## config.mk

```make
export PLATFORM = sky130hd
export DESIGN_NAME = deser1_8_flat
export DESIGN_NICKNAME = d
export VERILOG_FILES = /design/src/rtl/deser1_8_if.sv /design/src/rtl/deser1_8.sv /design/src/flat_wrapper.sv
export SDC_FILE = /design/constraint.sdc
export NUM_CORES = 1
export LEC_CHECK = 0
export CAP_MARGIN = 10
export CORE_ASPECT_RATIO = 1.2
export CORE_UTILIZATION = 46
export CTS_CLUSTER_DIAMETER = 100
export DETAILED_ROUTE_END_ITERATION = 6
export GPL_TIMING_DRIVEN = 0
export HOLD_SLACK_MARGIN = 0.1
export PLACE_DENSITY = 0.74
export SLEW_MARGIN = 20
export SYNTH_ARGS = -nofsm -noshare
export SYNTH_HDL_FRONTEND = slang
export SYNTH_SLANG_ARGS = --single-unit
```

## constraint.sdc

```tcl
create_clock -name clk -period 1.45 [get_ports clk]
set_clock_uncertainty 0.05 [all_clocks]
set_input_delay 0.29 -clock clk [delete_from_list [all_inputs] [get_ports clk]]
set_output_delay 0.29 -clock clk [all_outputs]
set_load 0.02 [all_outputs]
```

## src/rtl/deser1_8_if.sv

```systemverilog
// Handshake and serial bus between the serial source/consumer and the deserialiser.
// The master side drives the strobe/data/control lines, the slave returns the assembled word and status.
interface deser1_8_if #(
  parameter int WIDTH = 8
);
  logic             en;
  logic             sync;
  logic             dir;
  logic             d;
  logic             rdy;
  logic             clr;
  logic [WIDTH-1:0] data;
  logic             valid;
  logic             busy;
  logic             ovr;
  logic             frmErr;

  modport master (
    output en, sync, dir, d, rdy, clr,
    input  data, valid, busy, ovr, frmErr
  );

  modport slave (
    input  en, sync, dir, d, rdy, clr,
    output data, valid, busy, ovr, frmErr
  );
endinterface

```

## src/rtl/deser1_8.sv

```systemverilog
// Serial-in, parallel-out receiver: assembles SYNC-framed bits into words (MSB- or LSB-first)
// and presents them on a registered VALID/RDY output with sticky overrun and framing-error flags.
module deser1_8 #(
  parameter int WIDTH = 8,
  parameter int CNT_W = 3
) (
  input  logic       clk,
  input  logic       rst_n,
  deser1_8_if.slave  bus
);

  typedef enum logic {IDLE, SHIFT} state_e;

  state_e           state_q, state_d;
  logic [WIDTH-1:0] shift_q, shift_d;
  logic [WIDTH-1:0] data_q, data_d;
  logic [CNT_W-1:0] count_q, count_d;
  logic             dirLatch_q, dirLatch_d;
  logic             valid_q, valid_d;
  logic             ovr_q, ovr_d;
  logic             frmErr_q, frmErr_d;

  logic             start;
  logic             complete;
  logic             useDir;
  logic [WIDTH-1:0] base;
  logic [WIDTH-1:0] dLow;
  logic [WIDTH-1:0] dHigh;
  logic [WIDTH-1:0] word;

  // A SYNC strobe starts from an empty register with the live DIR, so the first bit
  // lands in the right place even when it also aborts a frame or completes a 1-bit frame.
  always_comb begin
    start    = bus.en && bus.sync;
    complete = 1'b0;
    if (bus.en) begin
      if (bus.sync) begin
        complete = (WIDTH == 1);
      end else begin
        complete = (state_q == SHIFT) && (count_q == CNT_W'(WIDTH - 1));
      end
    end
    useDir          = start ? bus.dir : dirLatch_q;
    base            = start ? '0 : shift_q;
    dLow            = '0;
    dLow[0]         = bus.d;
    dHigh           = '0;
    dHigh[WIDTH-1]  = bus.d;
    word            = useDir ? ((base << 1) | dLow) : ((base >> 1) | dHigh);
  end

  always_comb begin
    state_d    = state_q;
    shift_d    = shift_q;
    count_d    = count_q;
    dirLatch_d = dirLatch_q;
    data_d     = data_q;
    valid_d    = valid_q;
    ovr_d      = ovr_q;
    frmErr_d   = frmErr_q;

    if (bus.clr) begin
      ovr_d    = 1'b0;
      frmErr_d = 1'b0;
    end

    if (start) begin
      shift_d    = word;
      count_d    = CNT_W'(1);
      dirLatch_d = bus.dir;
      state_d    = SHIFT;
      if (state_q == SHIFT) begin
        frmErr_d = 1'b1;
      end
    end else if (bus.en && (state_q == SHIFT)) begin
      shift_d = word;
      count_d = count_q + CNT_W'(1);
    end

    // A consumer taking the old word on the completion edge frees DATA for the new one.
    if (complete) begin
      state_d = IDLE;
      count_d = '0;
      if (!valid_q || bus.rdy) begin
        data_d  = word;
        valid_d = 1'b1;
      end else begin
        ovr_d = 1'b1;
      end
    end else if (valid_q && bus.rdy) begin
      valid_d = 1'b0;
    end
  end

  always_ff @(posedge clk or negedge rst_n) begin
    if (!rst_n) begin
      state_q    <= IDLE;
      shift_q    <= '0;
      count_q    <= '0;
      dirLatch_q <= 1'b0;
      data_q     <= '0;
      valid_q    <= 1'b0;
      ovr_q      <= 1'b0;
      frmErr_q   <= 1'b0;
    end else begin
      state_q    <= state_d;
      shift_q    <= shift_d;
      count_q    <= count_d;
      dirLatch_q <= dirLatch_d;
      data_q     <= data_d;
      valid_q    <= valid_d;
      ovr_q      <= ovr_d;
      frmErr_q   <= frmErr_d;
    end
  end

  assign bus.data   = data_q;
  assign bus.valid  = valid_q;
  assign bus.busy   = (state_q == SHIFT);
  assign bus.ovr    = ovr_q;
  assign bus.frmErr = frmErr_q;

endmodule

```

## src/flat_wrapper.sv

```systemverilog
// flat-port wrapper written by rule: the top's interface ports become plain ports
module deser1_8_flat 
#(
  parameter int WIDTH = 8,
  parameter int CNT_W = 3
)
  (clk, rst_n, bus_en, bus_sync, bus_dir, bus_d, bus_rdy, bus_clr, bus_data, bus_valid, bus_busy, bus_ovr, bus_frmErr);
  deser1_8_if #(.WIDTH(WIDTH)) bus_i ();
  input  logic clk;
  input  logic rst_n;
  input wire logic [$bits(bus_i.en)-1:0] bus_en;
  input wire logic [$bits(bus_i.sync)-1:0] bus_sync;
  input wire logic [$bits(bus_i.dir)-1:0] bus_dir;
  input wire logic [$bits(bus_i.d)-1:0] bus_d;
  input wire logic [$bits(bus_i.rdy)-1:0] bus_rdy;
  input wire logic [$bits(bus_i.clr)-1:0] bus_clr;
  output wire logic [$bits(bus_i.data)-1:0] bus_data;
  output wire logic [$bits(bus_i.valid)-1:0] bus_valid;
  output wire logic [$bits(bus_i.busy)-1:0] bus_busy;
  output wire logic [$bits(bus_i.ovr)-1:0] bus_ovr;
  output wire logic [$bits(bus_i.frmErr)-1:0] bus_frmErr;
  assign bus_i.en = bus_en;
  assign bus_i.sync = bus_sync;
  assign bus_i.dir = bus_dir;
  assign bus_i.d = bus_d;
  assign bus_i.rdy = bus_rdy;
  assign bus_i.clr = bus_clr;
  assign bus_data = bus_i.data;
  assign bus_valid = bus_i.valid;
  assign bus_busy = bus_i.busy;
  assign bus_ovr = bus_i.ovr;
  assign bus_frmErr = bus_i.frmErr;
  deser1_8 #(.WIDTH(WIDTH), .CNT_W(CNT_W)) u_core (.clk(clk), .rst_n(rst_n), .bus(bus_i));
endmodule
```

==> out/results.ini <==
[sta]
hold_violations=0
relSlewSlack=0.657
timing.fmax_mhz=680
rsz0062_at_grt=true
setup_ws_ns=-0.0215
finalCritPeriodShare=1.01
finalSetupViolations=6
fin_crit_ns=1.47
finalSetupTns_ns=-0.0824
slew_viol_final=0
hold-worst-slack_ns=0.241
worst_slew_pin_slew_ns=0.514

[global_route]
grt_max_degree=25
grt_busiest_layer=met2
met1_usage=0.285
grt_pass1_wl_um=4100
met2_usage=0.335
antenna_found_initial=0
grt_overflow=0
grtUsageTotal=0.221
grt_pass1_vias=880
grt_util_met3=0.0579

[die]
core_mm2=0.00231
die_w_um=47.3
die_h_um=56.4
start_util=0.492
row_count=19
ios=20
die_area_mm2=0.00267

[outcome]
violations=negative setup slack
status=finished, violations left

[place]
io_buffers=18
hpwl_um=1700
placed_cells=147
placed_cell_area_mm2=0.00137
gp_congestion=0.888

[detailed_routing]
vias=847
dr.pass1.iters=4
routed_wl_um=2300
ant_nets=0
drc=0
routedWlPerCell_um=15.0
vias_per_cell=5.54
initialDrtViolationCount=25

[pwr]
cellInternalPower_w=0.00125
pwr-share-seq=0.482
leakage_nw=0.692
vdd_ir_drop_max_mv=0.800
swShare=0.284
pwr-share-comb=0.238
p_switching_w=0.000495
power.density_mw_per_mm2=1230
clkPwrFrac=0.280
total_power_w=0.00174

[critical_path]
crit_type=flop to flop
startpoint_type=flop
critPathArrivalTime_ns=1.65
critPathRequiredTime_ns=1.63
cp_max_fo=8
timing.rr.end=u_core.bus.data[3]
crit_path_end_kind=flop
reg2reg_slack_ns=-0.02
r2r_cells=4
r2r-start=u_core.count_q[0]

[clock_network]
cts_tree=yes
clock_sinks=24
ctsHtreeMaxLevel=1
numCtsBuffers=3
cts_buffer_depth=2
clkSlewWorstSetupHoldPaths_ns=0.13
root_buffer=clkbuf_4
clock_latency_ns=0.33

[finish]
finish.instance_area_mm2=0.00142
final-instance-count-excl-fill=153
nets=133
syn_to_final_growth_pct=24.9
drive_gt1_frac=0.221
diodes=0

[yosys]
synth_ff_type=dfrtp_1
netlist_instances=98
ys_seq_elements=24
yosysWarningCount=0
synth_edf_count=0
synthDistinctLibCells=29
yosysTopAreaCell=dfrtp_1
syn-num-nets=108
synthTopCellsByCount=dfrtp_1, nor2_1, mux2_4, mux2i_1, nand2_1
yosysSeqAreaShare=0.529
synth.area.top_cells=dfrtp_1, mux2_4, mux2i_1, nor2_1, a211oi_1
yosysMostFrequentCell=dfrtp_1
avgSynthCellArea_um2=11.6
synth_top_area_frac=0.529
synth_area_mm2=0.00113
async_flop_share=1.00

[flow_run]
drv_cap=0

[min_path]
min_from=bus_en
worstHoldPathCells=3
hold_end=u_core.count_q[0]
hold_class=input port to flop

## metrics by stage
step	util	setup slack (ns)
after CTS	0.613	-0.0306
after global routing	0.615	-0.0511
after global placement	0.594	-0.552
after detailed placement	0.594	-0.576
final	0.615	-0.0215
after floorplan	-	-0.00546
## how the worst max path moves through the flow
stage	startpoint	endpoint	slack (ns)	cells after the start
floorplan	u_core.count_q[0]	u_core.bus.data[1]	-0.005	5
global placement	bus_sync	u_core.bus.data[5]	-0.55	5
detailed placement	bus_sync	u_core.bus.data[5]	-0.58	5
CTS	u_core.count_q[0]	u_core.bus.data[3]	-0.03	4
global route	u_core.count_q[0]	u_core.bus.data[5]	-0.05	4
finish	u_core.count_q[0]	u_core.bus.data[3]	-0.02	4
## power by group through the flow
stage	logic (W)	registers [W]	clock network [W]
2_1_floorplan	0.000224	0.000887	0
3_3_place_gp	0.000416	0.000850	0
3_5_place_dp	0.000435	0.000856	0
4_1_cts	0.000415	0.000841	0.000492
5_1_grt	0.000462	0.000855	0.000516
6_report	0.000415	0.000841	0.000489
## logic make-up after synthesis
group / after synthesis / synth area share
compound gates: 22 / 0.135
fa+ha+maj: 2 / 0.0220
flops: 24 / 0.529
mux: 14 / 0.152
buf+inv: 8 / 0.0364
simple gates: 28 / 0.126
## registers in the layout, summed over array words and instances, names as in the netlist
signal             cells
u_core.bus.frmErr      1
u_core.bus.valid       1
u_core.count_q         3
u_core.bus.data        8
u_core.dirLatch_q      1
u_core.bus.busy        1
u_core.shift_q         8
u_core.bus.ovr         1
## worst max-delay path, stage by stage, from the launching register on
cell and delay, ns:
dfrtp_1 0.40, ha_2 0.20, ha_4 0.13, and3_4 0.28, mux2_4 0.32
## layout by cell type (no fill, tap or decap)
| master | synthesis | final |
|---|---|---|
| inv_1 | 3 | 3 |
| o21ai_0 | 5 | 3 |
| clkbuf_4 | 0 | 4 |
| clkbuf_2 | 0 | 2 |
| nand3b_1 | 2 | 2 |
| clkdlybuf4s50_1 | 0 | 4 |
| a21o_1 | 1 | 1 |
| clkdlybuf4s15_1 | 0 | 1 |
| nor2b_1 | 1 | 1 |
| dfrtp_1 | 24 | 23 |
| a22o_1 | 2 | 2 |
| dfrtp_2 | 0 | 1 |
| and2_1 | 3 | 3 |
| ha_2 | 0 | 1 |
| bufinv_16 | 0 | 1 |
| a211oi_1 | 4 | 4 |
| mux2i_1 | 6 | 6 |
| a31oi_1 | 4 | 4 |
| mux2_4 | 6 | 6 |
| nand2_1 | 6 | 6 |
| and3_4 | 1 | 1 |
| nand2b_1 | 1 | 1 |
| o22ai_1 | 1 | 1 |
| nand3_1 | 1 | 1 |
| o21ai_1 | 0 | 2 |
| buf_2 | 3 | 3 |
| a21oi_1 | 1 | 1 |
| nor3b_1 | 1 | 1 |
| o21a_1 | 1 | 1 |
| a21bo_2 | 2 | 2 |
| and3b_2 | 0 | 1 |
| a32oi_1 | 1 | 1 |
| dlygate4sd3_1 | 0 | 1 |
| nor2_1 | 11 | 11 |
| ha_4 | 0 | 1 |
| buf_4 | 0 | 2 |
| dlygate4sd2_1 | 0 | 11 |
| mux2_2 | 2 | 2 |
## timing repair
| item | in CTS | in global routing |
|---|---|---|
| setup buffers | 2 | 0 |
| endpoints found under the hold margin | 0 | 24 |
| hold buffers | 0 | 1 |
| resized for setup | 16 | 5 |
| pin swaps | 0 | 0 |
| setup endpoints to repair | 19 | 10 |
## cell type report
cell class	instances	area, µm²
Tap cell	31	38.8
Timing Repair Buffer	21	181
Clock inverter	1	30.0
Buffer	4	22.5
Clock buffer	3	22.5
Fill cell	210	888
Sequential cell	24	602
Multi-Input combinational cell	66	509
Inverter	3	11.3
## per-layer routing
layer,up-vias,wire length (µm)
met5,-,0
met3,5,81
li1,393,-
met2,21,1210
met1,428,956
met4,0,53
No activity file was read; power rests on OpenSTA's default activity.
